$ cat src/rtl/mpt2042_spi_ctrl.sv
// mpt2042_spi_ctrl: arbitrates frame writes and register reads onto the MPT2042 SPI byte engine.
// Define MPT2042_SPI_CTRL_POLL_EN to add autonomous lowest-priority status polling.
module mpt2042_spi_ctrl #(
    parameter int GAP_CYC     = 8,
    parameter int TIMEOUT_CYC = 4096
`ifdef MPT2042_SPI_CTRL_POLL_EN
    ,
    parameter int         POLL_PERIOD = 100000,
    parameter logic [7:0] POLL_CMD    = 8'h80
`endif
) (
    input  logic        sys_clk,
    input  logic        sys_rst,
    input  logic        wr_req,
    output logic        wr_ack,
    output logic        wr_done,
    output logic        frm_rd_en,
    output logic [5:0]  frm_rd_addr,
    input  logic [7:0]  frm_rd_data,
    input  logic        rd_req,
    input  logic [7:0]  rd_cmd,
    output logic        rd_ack,
    output logic        rd_done,
    output logic [23:0] rd_data,
    output logic        rd_src_poll,
    output logic        err_timeout,
    output logic        ctrl_busy,
    output logic        spi_tx_valid,
    output logic        spi_tx_rw,
    output logic        spi_cmd_type,
    output logic [7:0]  spi_tx_data,
    input  logic        next_byte_vld,
    input  logic        spi_finish_pulse,
    input  logic        spi_rd_vld,
    input  logic [7:0]  spi_rdat
);
    typedef enum logic [2:0] {IDLE, FETCH, START, BUSY, GAP} state_t;

    state_t      state_q, state_d;
    logic        prio_rd_q, prio_rd_d;
    logic        is_rd_q, is_rd_d;
    logic [5:0]  idx_q, idx_d;
    logic        load_q, load_d;
    logic [7:0]  tx_data_q, tx_data_d;
    logic [15:0] cnt_q, cnt_d;
    logic [1:0]  nrx_q, nrx_d;
    logic [23:0] sh_q, sh_d;
    logic [23:0] rd_data_q, rd_data_d;
    logic        done_q, done_d;

    logic       idle, busy, pick_rd, pick_wr, pick_poll, grant, feed, rx, finish, timeout;
    logic [7:0] poll_cmd;

    assign idle    = state_q == IDLE;
    assign busy    = state_q == BUSY;
    assign pick_rd = idle & rd_req & (~wr_req | prio_rd_q) & ~sys_rst;
    assign pick_wr = idle & wr_req & ~pick_rd & ~sys_rst;
    assign grant   = pick_rd | pick_wr | pick_poll;
    assign feed    = busy & ~is_rd_q & next_byte_vld & (idx_q != 6'd58);
    assign rx      = busy & is_rd_q & spi_rd_vld & (nrx_q != 2'd3);
    assign finish  = busy & spi_finish_pulse;
    assign timeout = busy & ~spi_finish_pulse & (cnt_q == 16'(TIMEOUT_CYC));

`ifdef MPT2042_SPI_CTRL_POLL_EN
    logic [23:0] pcnt_q, pcnt_d;
    logic        ppend_q, ppend_d;
    logic        psrc_q, psrc_d;
    logic        period;

    assign period    = pcnt_q == 24'(POLL_PERIOD - 1);
    assign pick_poll = idle & ppend_q & ~wr_req & ~rd_req & ~sys_rst;
    assign poll_cmd  = POLL_CMD;
    assign rd_src_poll = done_q & is_rd_q & psrc_q;

    always_comb begin
        pcnt_d  = period ? 24'd0 : pcnt_q + 24'd1;
        ppend_d = (ppend_q & ~pick_poll) | period;
        psrc_d  = grant ? pick_poll : psrc_q;
    end

    always_ff @(posedge sys_clk) begin
        if (sys_rst) begin
            pcnt_q  <= '0;
            ppend_q <= 1'b0;
            psrc_q  <= 1'b0;
        end else begin
            pcnt_q  <= pcnt_d;
            ppend_q <= ppend_d;
            psrc_q  <= psrc_d;
        end
    end
`else
    assign pick_poll   = 1'b0;
    assign poll_cmd    = 8'h00;
    assign rd_src_poll = 1'b0;
`endif

    always_comb begin
        state_d = state_q;
        unique case (state_q)
            IDLE:    state_d = pick_wr ? FETCH : (pick_rd | pick_poll) ? START : IDLE;
            FETCH:   state_d = START;
            START:   state_d = BUSY;
            BUSY:    state_d = (finish | timeout) ? GAP : BUSY;
            GAP:     state_d = (cnt_q == 16'(GAP_CYC - 1)) ? IDLE : GAP;
            default: state_d = IDLE;
        endcase
        cnt_d     = (state_q == START) ? 16'd1 : (finish | timeout) ? 16'd0 : cnt_q + 16'd1;
        prio_rd_d = pick_rd ? 1'b0 : pick_wr ? 1'b1 : prio_rd_q;
        is_rd_d   = grant ? ~pick_wr : is_rd_q;
        idx_d     = pick_wr ? 6'd0 : feed ? idx_q + 6'd1 : idx_q;
        load_d    = frm_rd_en;
        tx_data_d = load_q ? frm_rd_data : pick_rd ? rd_cmd : pick_poll ? poll_cmd : tx_data_q;
        nrx_d     = grant ? 2'd0 : rx ? nrx_q + 2'd1 : nrx_q;
        sh_d      = grant ? 24'd0 : ~rx ? sh_q :
                    (nrx_q == 2'd0) ? {spi_rdat, sh_q[15:0]} :
                    (nrx_q == 2'd1) ? {sh_q[23:16], spi_rdat, sh_q[7:0]} :
                                      {sh_q[23:8], spi_rdat};
        rd_data_d = (finish & is_rd_q) ? sh_d : rd_data_q;
        done_d    = finish;
    end

    always_ff @(posedge sys_clk) begin
        if (sys_rst) begin
            state_q   <= IDLE;
            prio_rd_q <= 1'b1;
            is_rd_q   <= 1'b0;
            idx_q     <= '0;
            load_q    <= 1'b0;
            tx_data_q <= '0;
            cnt_q     <= '0;
            nrx_q     <= '0;
            sh_q      <= '0;
            rd_data_q <= '0;
            done_q    <= 1'b0;
        end else begin
            state_q   <= state_d;
            prio_rd_q <= prio_rd_d;
            is_rd_q   <= is_rd_d;
            idx_q     <= idx_d;
            load_q    <= load_d;
            tx_data_q <= tx_data_d;
            cnt_q     <= cnt_d;
            nrx_q     <= nrx_d;
            sh_q      <= sh_d;
            rd_data_q <= rd_data_d;
            done_q    <= done_d;
        end
    end

    assign wr_ack       = pick_wr;
    assign rd_ack       = pick_rd;
    assign frm_rd_en    = pick_wr | feed;
    assign frm_rd_addr  = feed ? idx_q + 6'd1 : 6'd0;
    assign wr_done      = done_q & ~is_rd_q;
    assign rd_done      = done_q & is_rd_q;
    assign rd_data      = rd_data_q;
    assign err_timeout  = timeout;
    assign ctrl_busy    = ~idle;
    assign spi_tx_valid = state_q == START;
    assign spi_tx_rw    = is_rd_q & ~idle;
    assign spi_cmd_type = is_rd_q & ~idle;
    assign spi_tx_data  = tx_data_q;
endmodule

$ cat config.mk
export PLATFORM = sky130hd
export DESIGN_NAME = mpt2042_spi_ctrl
export DESIGN_NICKNAME = d
export VERILOG_FILES = /design/src/rtl/mpt2042_spi_ctrl.sv
export SDC_FILE = /design/constraint.sdc
export NUM_CORES = 1
export LEC_CHECK = 0
export ABC_AREA = 0
export CAP_MARGIN = 10
export CORE_MARGIN = 4
export CORE_UTILIZATION = 55
export DETAILED_ROUTE_END_ITERATION = 8
export PLACE_DENSITY_LB_ADDON = 0.2
export SYNTH_ARGS = -nofsm -noshare
export SYNTH_HDL_FRONTEND = slang
export SYNTH_SLANG_ARGS = --single-unit
export TNS_END_PERCENT = 30
$ cat constraint.sdc
create_clock -name sys_clk -period 5.2 [get_ports sys_clk]
set_clock_uncertainty 0.05 [all_clocks]
set_input_delay 1.04 -clock sys_clk [delete_from_list [all_inputs] [get_ports sys_clk]]
set_output_delay 1.04 -clock sys_clk [all_outputs]
set_load 0.02 [all_outputs]
; ---- After elaboration in Yosys (flattened, before gate mapping)
; Cells that the tools add are included.
[classes]
reduce_logical = 7
mul = 0
muxes = 16
add_sub_neg = 3
n_eq_ne = 9
magnitude_cmp = 0
shift = 0
bitwise = 30
div = 0
[op_table]
columns = operator, n
row1 = $mux 24, 3
row2 = $and 1x1->1, 19
row3 = $add 16x1->16 const B, 1
row4 = $eq 16x13->1 const B, 1
row5 = $eq 16x3->1 const B, 1
row6 = $mux 16, 1
row7 = $mux 8, 2
row8 = $pmux 3 s5, 1
row9 = $not 1->1, 7
row10 = $add 6x1->6 const B, 1
row11 = $eq 3x2->1 const B, 2
row12 = $mux 3, 2
row13 = $mux 6, 1
row14 = $ne 6x6->1 const B, 1
row15 = $mux 1, 4
row16 = $mux 2, 2
row17 = $or 1x1->1, 4
row18 = $reduce_bool 2->1, 2
row19 = $reduce_or 2->1, 2
row20 = $eq 3x1->1 const B, 1
row21 = $eq 3x3->1 const B, 1
row22 = $logic_not 3->1, 1
row23 = $reduce_or 3->1, 1
row24 = $add 2x1->2 const B, 1
row25 = 3 further kinds, 3
[word_totals]
ff_bits = 87
input_bits = 31
mem_count = 0
ramBits = 0
latchBits = 0
elab_cells = 77
rom_bits = 0
out_inout_bits = 49

; ---- Longest topological paths before layout
; Gate-level depths: netlist (run 1).
[logic_depth]
ltp_word = 9
ltp_mapped = 9
depth_no_buf = 6

; ---- Least setup slack after synthesis (run 1)
; No wires, ideal clock.
[synth_timing]
kind = input-to-output
startpoint = input sys_rst
endpoint = output frm_rd_en
t_required_ns = 4.110
path_stages = 4
path_buffers = 1
arrival_time_ns = 2.183
path_slack_ns = 1.927
cell_sequence = clkbuf_1 nor2b_1 a211o_1 o21ai_0
[synth_between]
elab_chain_len = 6
[synth_rtl]
columns = element, line_no
row1 = "start, declared", 13  ; input logic sys_rst,
row2 = $not 1->1 *, "56, 57"
row3 = $and 1x1->1, 56  ; assign pick_rd = idle & rd_req & (~wr_req | prio_rd_q) & ~sys_rst;
row4 = $not 1->1, 57  ; assign pick_wr = idle & wr_req & ~pick_rd & ~sys_rst;
row5 = $and 1x1->1, 57
row6 = $and 1x1->1 *, 57
row7 = $or 1x1->1 *, 153  ; assign frm_rd_en = pick_wr | feed;
row8 = "end, declared", 17  ; output logic frm_rd_en,
; Every way passes the cells marked *; elsewhere a longest branch is shown, timed or not.

; ---- Worst setup path after layout (run 1)
[layout_timing]
startpoint = input next_byte_vld
endpoint = output frm_rd_addr[1]
[layout_between]
elab_chain_len = 3
[layout_rtl]
columns = element, line_no
row1 = "start, declared", 32  ; input logic next_byte_vld,
row2 = $and 1x1->1 (2 in a row), 59  ; assign feed = busy & ~is_rd_q & next_byte_vld & (idx_q != 6'd58);
row3 = $mux 6, 154  ; assign frm_rd_addr = feed ? idx_q + 6'd1 : 6'd0;
row4 = "end, declared", 18  ; output logic [5:0] frm_rd_addr,
; Every way passes these cells.

==> flow_metrics.py, run 1 <==
metrics = {
    "status": {
        "run_status": "completed",
    },
    "routing": {
        "detailedRoute.firstIterationViolations": 169,
        "drt_drc_violations_left": 0,
        "postRouteAntennaNets": 0,
        "number_of_optimization_iterations_in_the_first_detailed_route_pass": 4,
        "route.vias.total": 3462,
        "finalWirelength_um": 9050,
        "routed_via_density": 5.50,
        "route.detailed.wl_per_inst_um": 14.4,
    },
    "floorplanning": {
        "die_area_um2": 8660,
        "core_area_um2": 6910,
        "die_y_um": 93.1,
        "rows": 30,
        "io_pins": 80,
        "die_width_um": 93.1,
        "start_util_pct": 57.6,
    },
    "placement": {
        "gpl.final_weighted_congestion": 0.856,
        "dpl.hpwl_um": 6280,
        "port_buffers": 78,
        "dp_cells": 613,
        "placed_cell_area_um2": 4770,
    },
    "setup_path": {
        "path_class": "primary input to output pin",
        "crit_path_max_fanout": 15,
        "timing.critical_path.slowest_cell_delay_ns": 0.60,
        "timing.critical_path.cells": "clkdlybuf4s50_1, nand2b_1, a211o_1, or2_2, inv_1, clkdlybuf4s50_1",
        "setup_crit_end_kind": "output pin",
        "worst-endpoint-arrival_ns": 3.07,
        "critical-path-slowest-cell": "sky130_fd_sc_hd__clkdlybuf4s50_1",
        "crit_path_frequent_cell": "sky130_fd_sc_hd__clkdlybuf4s50_1",
        "critical_path.top_delay_family": "buffers and inverters",
        "path_buf_inv": 3,
        "critical_path_required_ns": 4.11,
        "worst_setup_path_start_kind": "primary input",
    },
    "clocking": {
        "clk-insertion-delay-late_ns": 0.34,
        "postCtsSetupBuffers": 0,
        "max-clock-path-buffers": 2,
        "postCtsResizedCells": 0,
        "cts-root-buf": "sky130_fd_sc_hd__clkbuf_8",
        "cts_num_sinks": 87,
        "tritoncts": "done",
        "cts.clk_slew.worst_paths_ns": 0.08,
        "cts_max_level": 3,
        "post_cts_hold_buffer_count": 0,
        "cts_buffers": 9,
    },
    "global_route": {
        "largest_net_degree_at_the_start_of_global_routing": 49,
        "globalRouteOverflowTotal": 0,
        "grt.total_usage_pct": 21.5,
        "grt_pass1_wl_um": 15200,
        "grt_antenna_before_repair": 0,
        "first_global_vias": 3335,
    },
    "timing": {
        "setup_viol_count_final": 0,
        "min_period_over_period_pct": 80.1,
        "fin_max_slew_vios": 0,
        "grt_setup_unrepaired": "false",
        "fin_tns_setup_ns": 0,
        "max_slew.worst_pin.slew_ns": 0.800,
        "final_hold_viol_count": 0,
        "final_period_demand_of_the_worst_path_ns": 4.16,
        "max_slew_margin_pct": 46.5,
        "max_clock_freq_mhz": 240,
    },
    "synth": {
        "synth-seq-area-share_pct": 43.8,
        "syn_area_um2": 3980,
        "synthesis.yosys.warnings": 0,
        "synth-seq-cells": 87,
        "syn_area_per_cell_um2": 8.58,
        "synthDominantCellAreaShare_pct": 43.8,
        "synth_fp_nets": 502,
        "synth_top_family_by_area": "simple AND/OR/NAND/NOR gates",
        "syn-instance-count": 464,
        "async_flop_share_pct": 0,
        "post_synth_fa_ha_maj_area_fraction_pct": 2.20,
        "synth_top_cell_by_area": "sky130_fd_sc_hd__dfxtp_1",
        "synth_compound_gate_area_share_pct": 13.6,
        "number_of_enable_type_register_cells_in_the_synthesized_netlist": 0,
        "synthTopCellsByCount": "87 x sky130_fd_sc_hd__dfxtp_1, 71 x sky130_fd_sc_hd__nor2_1, 44 x sky130_fd_sc_hd__nand2_1",
        "synth_mux_area_share_pct": 6.04,
        "yosys.area_share.xor_xnor_pct": 4.40,
        "ys_dominant_reg_cell": "sky130_fd_sc_hd__dfxtp_1",
        "share_of_synthesized_cell_area_in_and_or_nand_and_nor_gates_pct": 24.6,
        "synthMostInstantiatedCell": "sky130_fd_sc_hd__dfxtp_1",
        "netlist-cell-type-count": 45,
        "ys_top_cells_by_area": "sky130_fd_sc_hd__dfxtp_1 44%, sky130_fd_sc_hd__nor2_1 6.7%, sky130_fd_sc_hd__mux2i_1 6.0%",
    },
    "layout": {
        "final_layout_net_count": 566,
        "synthToLayoutAreaGrowth_pct": 26.2,
        "antenna_cells_inserted": 0,
        "finalInstanceArea_um2": 5020,
        "drive_gt1_share_pct": 6.00,
        "finish.cell_count_without_fillers": 629,
    },
    "power_and_ir_drop": {
        "largest_voltage_drop_on_the_vdd_net_v": 0.000226,
        "power.leakage_uw": 0.00168,
        "report.power.total_uw": 1440,
        "pwr_density_cell_nw_per_um2": 286,
    },
    "flow_run": {
        "maxcap_violations": 0,
    },
    "hold_path": {
        "hp-class": "flop to flop",
    },
}
## flip-flops by register name, summed over array words and instances (netlist names)
register	cells
done_q	1
spi_tx_data	8
sh_q	24
nrx_q	2
is_rd_q	1
cnt_q	16
state_q	3
prio_rd_q	1
load_q	1
rd_data	24
idx_q	6
## worst min-delay path, cell delays in order (launching register included)
cell,delay (ns)
sky130_fd_sc_hd__dfxtp_1,0.32
sky130_fd_sc_hd__nand2_1,0.05
sky130_fd_sc_hd__a21oi_1,0.05
## path summary, 6_finish.rpt
kind,startpoint,endpoint,slack (ns),cells after the start
max,next_byte_vld,frm_rd_addr[1],1.04,6
min,sh_q[17],sh_q[17],0.41,2
max reg2reg,nrx_q[1],rd_data[15],2.62,7
min reg2reg,sh_q[17],sh_q[17],0.41,2
## cells in the final DEF, fill, tap and decap left out, types with 2 or more instances in the layout
master and n:
sky130_fd_sc_hd__a211o_1 3, sky130_fd_sc_hd__a211oi_1 17, sky130_fd_sc_hd__a21oi_1 23, sky130_fd_sc_hd__a311oi_1 16, sky130_fd_sc_hd__a31oi_1 2, sky130_fd_sc_hd__and2_1 2
sky130_fd_sc_hd__buf_4 6, sky130_fd_sc_hd__bufinv_16 3, sky130_fd_sc_hd__clkbuf_8 10, sky130_fd_sc_hd__clkdlybuf4s50_1 78, sky130_fd_sc_hd__clkinv_2 2, sky130_fd_sc_hd__dfxtp_1 87
sky130_fd_sc_hd__ha_1 7, sky130_fd_sc_hd__inv_1 15, sky130_fd_sc_hd__mux2i_1 24, sky130_fd_sc_hd__nand2_1 44, sky130_fd_sc_hd__nand2b_1 5, sky130_fd_sc_hd__nand3_1 40
sky130_fd_sc_hd__nand3b_1 2, sky130_fd_sc_hd__nand4_1 7, sky130_fd_sc_hd__nor2_1 71, sky130_fd_sc_hd__nor2b_1 4, sky130_fd_sc_hd__nor3_1 3, sky130_fd_sc_hd__nor3_4 2
sky130_fd_sc_hd__nor3b_1 2, sky130_fd_sc_hd__nor4_1 9, sky130_fd_sc_hd__o21ai_0 6, sky130_fd_sc_hd__o21bai_1 2, sky130_fd_sc_hd__or3_1 5, sky130_fd_sc_hd__xnor2_1 12
sky130_fd_sc_hd__xor2_1 8
## power breakdown
| group | leakage (µW) | total, µW | switching (µW) | internal, µW |
|---|---|---|---|---|
| Sequential | 0.000704 | 700 | 17.5 | 683 |
| Combinational | 0.000856 | 177 | 97.6 | 79.4 |
| Clock | 0.000122 | 561 | 230 | 331 |
| Total | 0.00168 | 1440 | 345 | 1090 |
## routing by layer
| metal | global-route usage (%) | vias to the layer above | wire length (µm) |
|---|---|---|---|
| li1 | - | 1745 | - |
| met1 | 28.0 | 1605 | 4100 |
| met2 | 34.3 | 98 | 4270 |
| met3 | 5.95 | 14 | 554 |
| met4 | 7.69 | 0 | 127 |
| met5 | 0 | - | 0 |
## kinds of logic (layout without fill, tap and decap cells)
family,count (synthesis),after routing
and+or+nand+nor,203,203
xor gates and xnor gates,20,20
muxes,24,24
other,1,1
DFF,87,87
buffers and inverters,47,116
AOI/OAI and AO/OA,75,75
adders and majority gates,7,7
## stage by stage
| stage | setup WS, ns | hold slack (ns) | util (%) |
|---|---|---|---|
| floorplan | 1.93 | 0.387 | - |
| global placement | 1.09 | 0.393 | 69.1 |
| detailed placement | 1.04 | 0.397 | 69.1 |
| CTS | 1.03 | 0.408 | 72.7 |
| global route | 0.963 | 0.426 | 72.7 |
| finish | 1.04 | 0.409 | 72.7 |
## layout make-up
class                   instances  area, µm²
multi-input cells             330       2030
fillers                       547       1890
flip-flops and latches         87       1740
repair buffers                 84        826
clock buffers                  10        138
well taps                      96        120
clock inverters                 6        108
inverters                      16       60.1
Power figures use the tool's default switching activity.
==> inputs of run 2 (changes only) <==
--- a/config.mk
+++ b/config.mk
@@ -8,7 +8,7 @@
 export ABC_AREA = 0
 export CAP_MARGIN = 10
 export CORE_MARGIN = 4
-export CORE_UTILIZATION = 55
+export CORE_UTILIZATION = 51
 export DETAILED_ROUTE_END_ITERATION = 8
 export PLACE_DENSITY_LB_ADDON = 0.2
 export SYNTH_ARGS = -nofsm -noshare
==> constraint.sdc (replaced) <==
create_clock -name sys_clk -period 4.03 [get_ports sys_clk]
set_clock_uncertainty 0.05 [all_clocks]
set_input_delay 0.806 -clock sys_clk [delete_from_list [all_inputs] [get_ports sys_clk]]
set_output_delay 0.806 -clock sys_clk [all_outputs]
set_load 0.02 [all_outputs]
==> flow_metrics.py, run 2 (synthesis gave the netlist of run 1 again) <==
metrics = {
    "status": {
        "run_status": "completed",
    },
    "placement": {
        "port_buffers": 78,
        "gpl.final_weighted_congestion": 0.859,
        "placed_cell_area_um2": 4790,
        "place_worst_setup_slack_ns": 0.607,
        "dp_cells": 617,
        "dpl.hpwl_um": 6400,
    },
    "clocking": {
        "tritoncts": "done",
        "cts_num_sinks": 87,
        "cts.clk_slew.worst_paths_ns": 0.07,
        "max-clock-path-buffers": 2,
        "cts-root-buf": "sky130_fd_sc_hd__clkbuf_8",
        "postCtsResizedCells": 0,
        "clk-insertion-delay-late_ns": 0.34,
        "post_cts_hold_buffer_count": 0,
        "cts_buffers": 9,
        "cts_max_level": 3,
        "postCtsSetupBuffers": 0,
    },
    "routing": {
        "postRouteAntennaNets": 0,
        "drt_drc_violations_left": 0,
        "route.detailed.wl_per_inst_um": 14.2,
        "number_of_optimization_iterations_in_the_first_detailed_route_pass": 4,
        "route.vias.total": 3404,
        "finalWirelength_um": 8980,
        "detailedRoute.firstIterationViolations": 119,
        "routed_via_density": 5.39,
    },
    "global_route": {
        "grt_antenna_before_repair": 0,
        "largest_net_degree_at_the_start_of_global_routing": 49,
        "grt.total_usage_pct": 20.7,
        "globalRouteOverflowTotal": 0,
        "grt_pass1_wl_um": 15100,
        "first_global_vias": 3217,
    },
    "power_and_ir_drop": {
        "power.leakage_uw": 0.00165,
        "clock_power_share_pct": 31.5,
        "cell_internal_pwr_uw": 1220,
        "largest_voltage_drop_on_the_vdd_net_v": 0.000204,
        "power_frac_seq_pct": 54.8,
        "pwr_density_cell_nw_per_um2": 334,
        "p_comb_share_pct": 13.8,
        "switchingPower_uw": 433,
        "power_switching_share_pct": 26.2,
    },
    "floorplanning": {
        "rows": 31,
        "io_pins": 80,
        "die_width_um": 96.3,
        "core_area_um2": 7410,
        "start_util_pct": 53.7,
        "die_y_um": 96.3,
        "die_area_um2": 9280,
    },
    "layout": {
        "synthToLayoutAreaGrowth_pct": 24.4,
        "drive_gt1_share_pct": 5.82,
        "layout_common_cells": "87 x sky130_fd_sc_hd__dfxtp_1, 78 x sky130_fd_sc_hd__clkdlybuf4s50_1, 71 x sky130_fd_sc_hd__nor2_1, 44 x sky130_fd_sc_hd__nand2_1, 40 x sky130_fd_sc_hd__nand3_1",
        "finalInstanceArea_um2": 4950,
        "finish.cell_count_without_fillers": 632,
        "final_core_utilization_pct": 66.8,
        "final_common_cell": "sky130_fd_sc_hd__dfxtp_1",
        "n_fill_cell": 638,
        "final_layout_net_count": 567,
        "antenna_cells_inserted": 0,
    },
    "setup_path": {
        "rr_endpoint": "rd_data[11]",
        "rrSetupSlack_ns": 1.49,
        "crit_path_frequent_cell": "sky130_fd_sc_hd__clkdlybuf4s50_1",
        "crit_path_max_fanout": 3,
        "setup_crit_end_kind": "output pin",
        "timing.critical_path.cells": "clkdlybuf4s50_1, nand2b_1, a211o_1, or2_2, inv_1, clkdlybuf4s50_1",
        "timing.critical_path.slowest_cell_delay_ns": 0.59,
        "critical_path_required_ns": 3.17,
        "worst_flop_to_flop_path_startpoint": "nrx_q[1]",
        "critical-path-slowest-cell": "sky130_fd_sc_hd__clkdlybuf4s50_1",
        "worst-endpoint-arrival_ns": 2.57,
        "path_class": "primary input to output pin",
        "reg2reg_depth": 7,
        "critical_path.top_delay_family": "buffers and inverters",
        "path_buf_inv": 3,
        "worst_setup_path_start_kind": "primary input",
    },
    "hold_path": {
        "number_of_cells_on_the_worst_hold_path": 2,
        "worstHoldEndpoint": "sh_q[5]",
        "hold_start": "sh_q[5]",
        "hp-class": "flop to flop",
    },
    "timing": {
        "max_slew_margin_pct": 46.1,
        "max_slew.worst_pin.slew_ns": 0.806,
        "max_clock_freq_mhz": 292,
        "fin_max_slew_vios": 0,
        "fin_tns_setup_ns": 0,
        "fin_ws_ns": 0.605,
        "final_hold_viol_count": 0,
        "final_period_demand_of_the_worst_path_ns": 3.43,
        "min_period_over_period_pct": 85.0,
        "setup_viol_count_final": 0,
        "grt_setup_unrepaired": "false",
    },
    "flow_run": {
        "maxcap_violations": 0,
    },
}
run 2: area by class of cell:
class | instances | area, µm² | share of cell area (%)
Inverter | 16 | 60.1 | 1.21
Clock inverter | 4 | 22.5 | 0.455
Tap cell | 99 | 124 | 2.50
Multi-Input combinational cell | 330 | 2030 | 41.0
Clock buffer | 11 | 141 | 2.86
Sequential cell | 87 | 1740 | 35.2
Timing Repair Buffer | 85 | 833 | 16.8
run 2: worst max-delay path by stage:
| stage | startpoint | to | slack [ns] | depth (start not counted) |
|---|---|---|---|---|
| final | next_byte_vld | frm_rd_addr[1] | 0.60 | 6 |
| after global placement | next_byte_vld | frm_rd_addr[1] | 0.61 | 6 |
| after CTS | next_byte_vld | frm_rd_addr[1] | 0.60 | 6 |
| after detailed placement | next_byte_vld | frm_rd_addr[1] | 0.61 | 6 |
| after floorplan | sys_rst | frm_rd_en | 1.22 | 4 |
| after global routing | sys_rst | frm_rd_en | 0.52 | 5 |
run 2: metrics by stage:
step	hold WS, ns	total power (µW)
5_1_grt	0.424	1720
3_5_place_dp	0.398	1150
4_1_cts	0.409	1660
2_1_floorplan	0.387	1050
6_report	0.409	1650
3_3_place_gp	0.393	1150
run 2: worst reg2reg max path, cell delays in order (launching register included):
cell and delay, ns:
sky130_fd_sc_hd__dfxtp_1 0.69, sky130_fd_sc_hd__inv_1 0.16, sky130_fd_sc_hd__ha_1 0.45, sky130_fd_sc_hd__nand2b_1 0.30
sky130_fd_sc_hd__nor3b_1 0.19, sky130_fd_sc_hd__buf_4 0.23, sky130_fd_sc_hd__mux2i_1 0.25, sky130_fd_sc_hd__a211oi_1 0.10
run 2: power by group through the flow:
stage	clock (µW)	combinational (µW)	sequential [µW]
6_report	520	227	904
5_1_grt	567	249	908
4_1_cts	531	229	904
3_5_place_dp	0	227	924
3_3_place_gp	0	225	923
2_1_floorplan	0	125	927
run 2: metal layers:
metal	vias up	share of wire, %	wire length (µm)	global-route usage, %
met1	1571	48	4280	28.8
met2	72	46	4160	31.7
met5	-	0	0	0
li1	1748	-	-	-
met3	13	4.6	414	4.22
met4	0	1.5	133	7.83
==> inputs of run 3 (changes only) <==
--- a/config.mk
+++ b/config.mk
@@ -8,7 +8,7 @@
 export ABC_AREA = 0
 export CAP_MARGIN = 10
 export CORE_MARGIN = 4
-export CORE_UTILIZATION = 51
+export CORE_UTILIZATION = 46
 export DETAILED_ROUTE_END_ITERATION = 8
 export PLACE_DENSITY_LB_ADDON = 0.2
 export SYNTH_ARGS = -nofsm -noshare
==> constraint.sdc (replaced) <==
create_clock -name sys_clk -period 2.9 [get_ports sys_clk]
set_clock_uncertainty 0.05 [all_clocks]
set_input_delay 0.58 -clock sys_clk [delete_from_list [all_inputs] [get_ports sys_clk]]
set_output_delay 0.58 -clock sys_clk [all_outputs]
set_load 0.02 [all_outputs]
==> flow_metrics.py, run 3 (synthesis gave the netlist of run 1 again) <==
metrics = {
    "clocking": {
        "clk-insertion-delay-late_ns": 0.35,
        "max-clock-path-buffers": 2,
        "cts_num_sinks": 87,
        "tritoncts": "done",
        "cts_buffers": 9,
        "cts-root-buf": "sky130_fd_sc_hd__clkbuf_8",
        "post_cts_hold_buffer_count": 0,
        "cts_max_level": 3,
        "cts.clk_slew.worst_paths_ns": 0.08,
        "postCtsSetupBuffers": 0,
    },
    "routing": {
        "finalWirelength_um": 9590,
        "drt_drc_violations_left": 0,
        "postRouteAntennaNets": 0,
        "number_of_optimization_iterations_in_the_first_detailed_route_pass": 4,
        "route.detailed.wl_per_inst_um": 14.8,
        "detailedRoute.firstIterationViolations": 180,
        "routed_via_density": 5.38,
        "route.vias.total": 3494,
    },
    "setup_path": {
        "worst-endpoint-arrival_ns": 2.15,
        "critical-path-slowest-cell": "sky130_fd_sc_hd__clkdlybuf4s50_1",
        "timing.critical_path.slowest_cell_delay_ns": 0.61,
        "timing.critical_path.cells": "clkdlybuf4s50_1, nor2b_1, buf_4, nand3_1, inv_1, clkdlybuf4s50_1",
        "critical_path_required_ns": 2.27,
        "path_class": "primary input to output pin",
        "setup_crit_end_kind": "output pin",
        "worst_setup_path_start_kind": "primary input",
        "crit_path_max_fanout": 2,
        "path_buf_inv": 4,
        "critical_path.top_delay_family": "buffers and inverters",
        "crit_path_frequent_cell": "sky130_fd_sc_hd__clkdlybuf4s50_1",
    },
    "power_and_ir_drop": {
        "p_comb_share_pct": 13.6,
        "cell_internal_pwr_uw": 1820,
        "power.leakage_uw": 0.00177,
        "power_frac_seq_pct": 50.9,
        "largest_voltage_drop_on_the_vdd_net_v": 0.000255,
        "switchingPower_uw": 636,
        "power_switching_share_pct": 25.9,
        "pwr_density_cell_nw_per_um2": 485,
        "clock_power_share_pct": 35.4,
    },
    "global_route": {
        "grt_antenna_before_repair": 0,
        "grt_pass1_wl_um": 16000,
        "first_global_vias": 3457,
        "grt.total_usage_pct": 19.3,
        "globalRouteOverflowTotal": 0,
        "largest_net_degree_at_the_start_of_global_routing": 49,
    },
    "timing": {
        "grt_setup_unrepaired": "false",
        "final_period_demand_of_the_worst_path_ns": 2.78,
        "max_slew_margin_pct": 63.8,
        "final_hold_viol_count": 0,
        "max_clock_freq_mhz": 360,
        "setup_viol_count_final": 0,
        "fin_worst_hold_slack_ns": 0.411,
        "max_slew.worst_pin.slew_ns": 0.541,
        "fin_max_slew_vios": 0,
        "min_period_over_period_pct": 95.9,
    },
    "floorplanning": {
        "die_width_um": 101,
        "die_area_um2": 10200,
        "core_area_um2": 8300,
        "rows": 33,
        "start_util_pct": 47.9,
        "die_y_um": 101,
        "io_pins": 80,
    },
    "flow_run": {
        "maxcap_violations": 0,
    },
    "layout": {
        "synthToLayoutAreaGrowth_pct": 27.6,
        "final_common_cell": "sky130_fd_sc_hd__dfxtp_1",
        "final_core_utilization_pct": 61.2,
        "final_layout_net_count": 578,
        "n_fill_cell": 725,
        "antenna_cells_inserted": 0,
        "drive_gt1_share_pct": 7.89,
        "layout_common_cells": "87 x sky130_fd_sc_hd__dfxtp_1, 71 x sky130_fd_sc_hd__nor2_1, 69 x sky130_fd_sc_hd__clkdlybuf4s50_1, 44 x sky130_fd_sc_hd__nand2_1, 40 x sky130_fd_sc_hd__nand3_1",
    },
    "status": {
        "run_status": "completed",
    },
    "hold_path": {
        "hp-class": "flop to flop",
    },
    "placement": {
        "gpl.final_weighted_congestion": 0.807,
        "port_buffers": 78,
        "dpl.hpwl_um": 6740,
    },
}
[run 3: cell types whose count changed in the layout (fill, tap and decap cells not counted), sizes merged, moves of 2 or more]
cell | before | now
dlygate4sd2 | 0 | 8
buf | 7 | 18
clkdlybuf4s50 | 78 | 69
clkinv | 3 | 1
[run 3: final cells by class]
class / instances / area [µm²] / area share [%]
Inverter: 16 / 60.1 / 1.18
Clock inverter: 4 / 53.8 / 1.06
Multi-Input combinational cell: 330 / 2030 / 39.9
Clock buffer: 12 / 155 / 3.06
Timing Repair Buffer: 96 / 908 / 17.9
Sequential cell: 87 / 1740 / 34.3
Tap cell: 105 / 131 / 2.59
[run 3: worst reg2reg max path: stages, from the launching register on]
cell,delay [ns]
sky130_fd_sc_hd__dfxtp_1,0.57
sky130_fd_sc_hd__and3b_1,0.32
sky130_fd_sc_hd__and3_1,0.17
sky130_fd_sc_hd__buf_4,0.39
sky130_fd_sc_hd__nor2_1,0.10
sky130_fd_sc_hd__a311oi_1,0.28
[run 3: power groups by stage]
stage	Clock [µW]	Sequential, µW	Combinational (µW)
floorplan	0	1290	174
global placement	0	1280	333
detailed placement	0	1280	337
CTS	889	1250	337
global route	938	1260	362
finish	872	1250	336
[run 3: path summary, 6_finish.rpt]
kind	slack, ns	start	end	depth (start not counted)
worst max-delay path	0.12	sys_rst	rd_ack	6
worst min-delay path	0.41	sh_q[19]	sh_q[19]	2
worst max register to register	0.94	state_q[0]	rd_data[23]	5
worst min register to register	0.41	sh_q[19]	sh_q[19]	2
[run 3: layer usage]
layer	routed length (µm)	vias to the layer above	track usage, %
met5	0	-	0
met2	4790	78	32.6
met3	431	8	3.39
li1	-	1775	-
met4	95	0	7.26
met1	4280	1633	24.7
[run 3: timing repair]
item                       4_1_cts  5_1_grt
resized for setup                8        1
setup endpoints to repair        8        1
pin swaps                        0        0
[run 3: through the flow]
stage	area (µm²)	instances	setup TNS, ns	setup slack [ns]	power (µW)
after floorplan	3980	464	0	0.547	1460
after global placement	4880	634	-0.0817	-0.0380	1610
after detailed placement	4880	634	-0.280	-0.113	1620
after CTS	5070	650	0	0.0330	2480
after global routing	5080	650	0	0.0377	2560
final	5080	650	0	0.120	2460
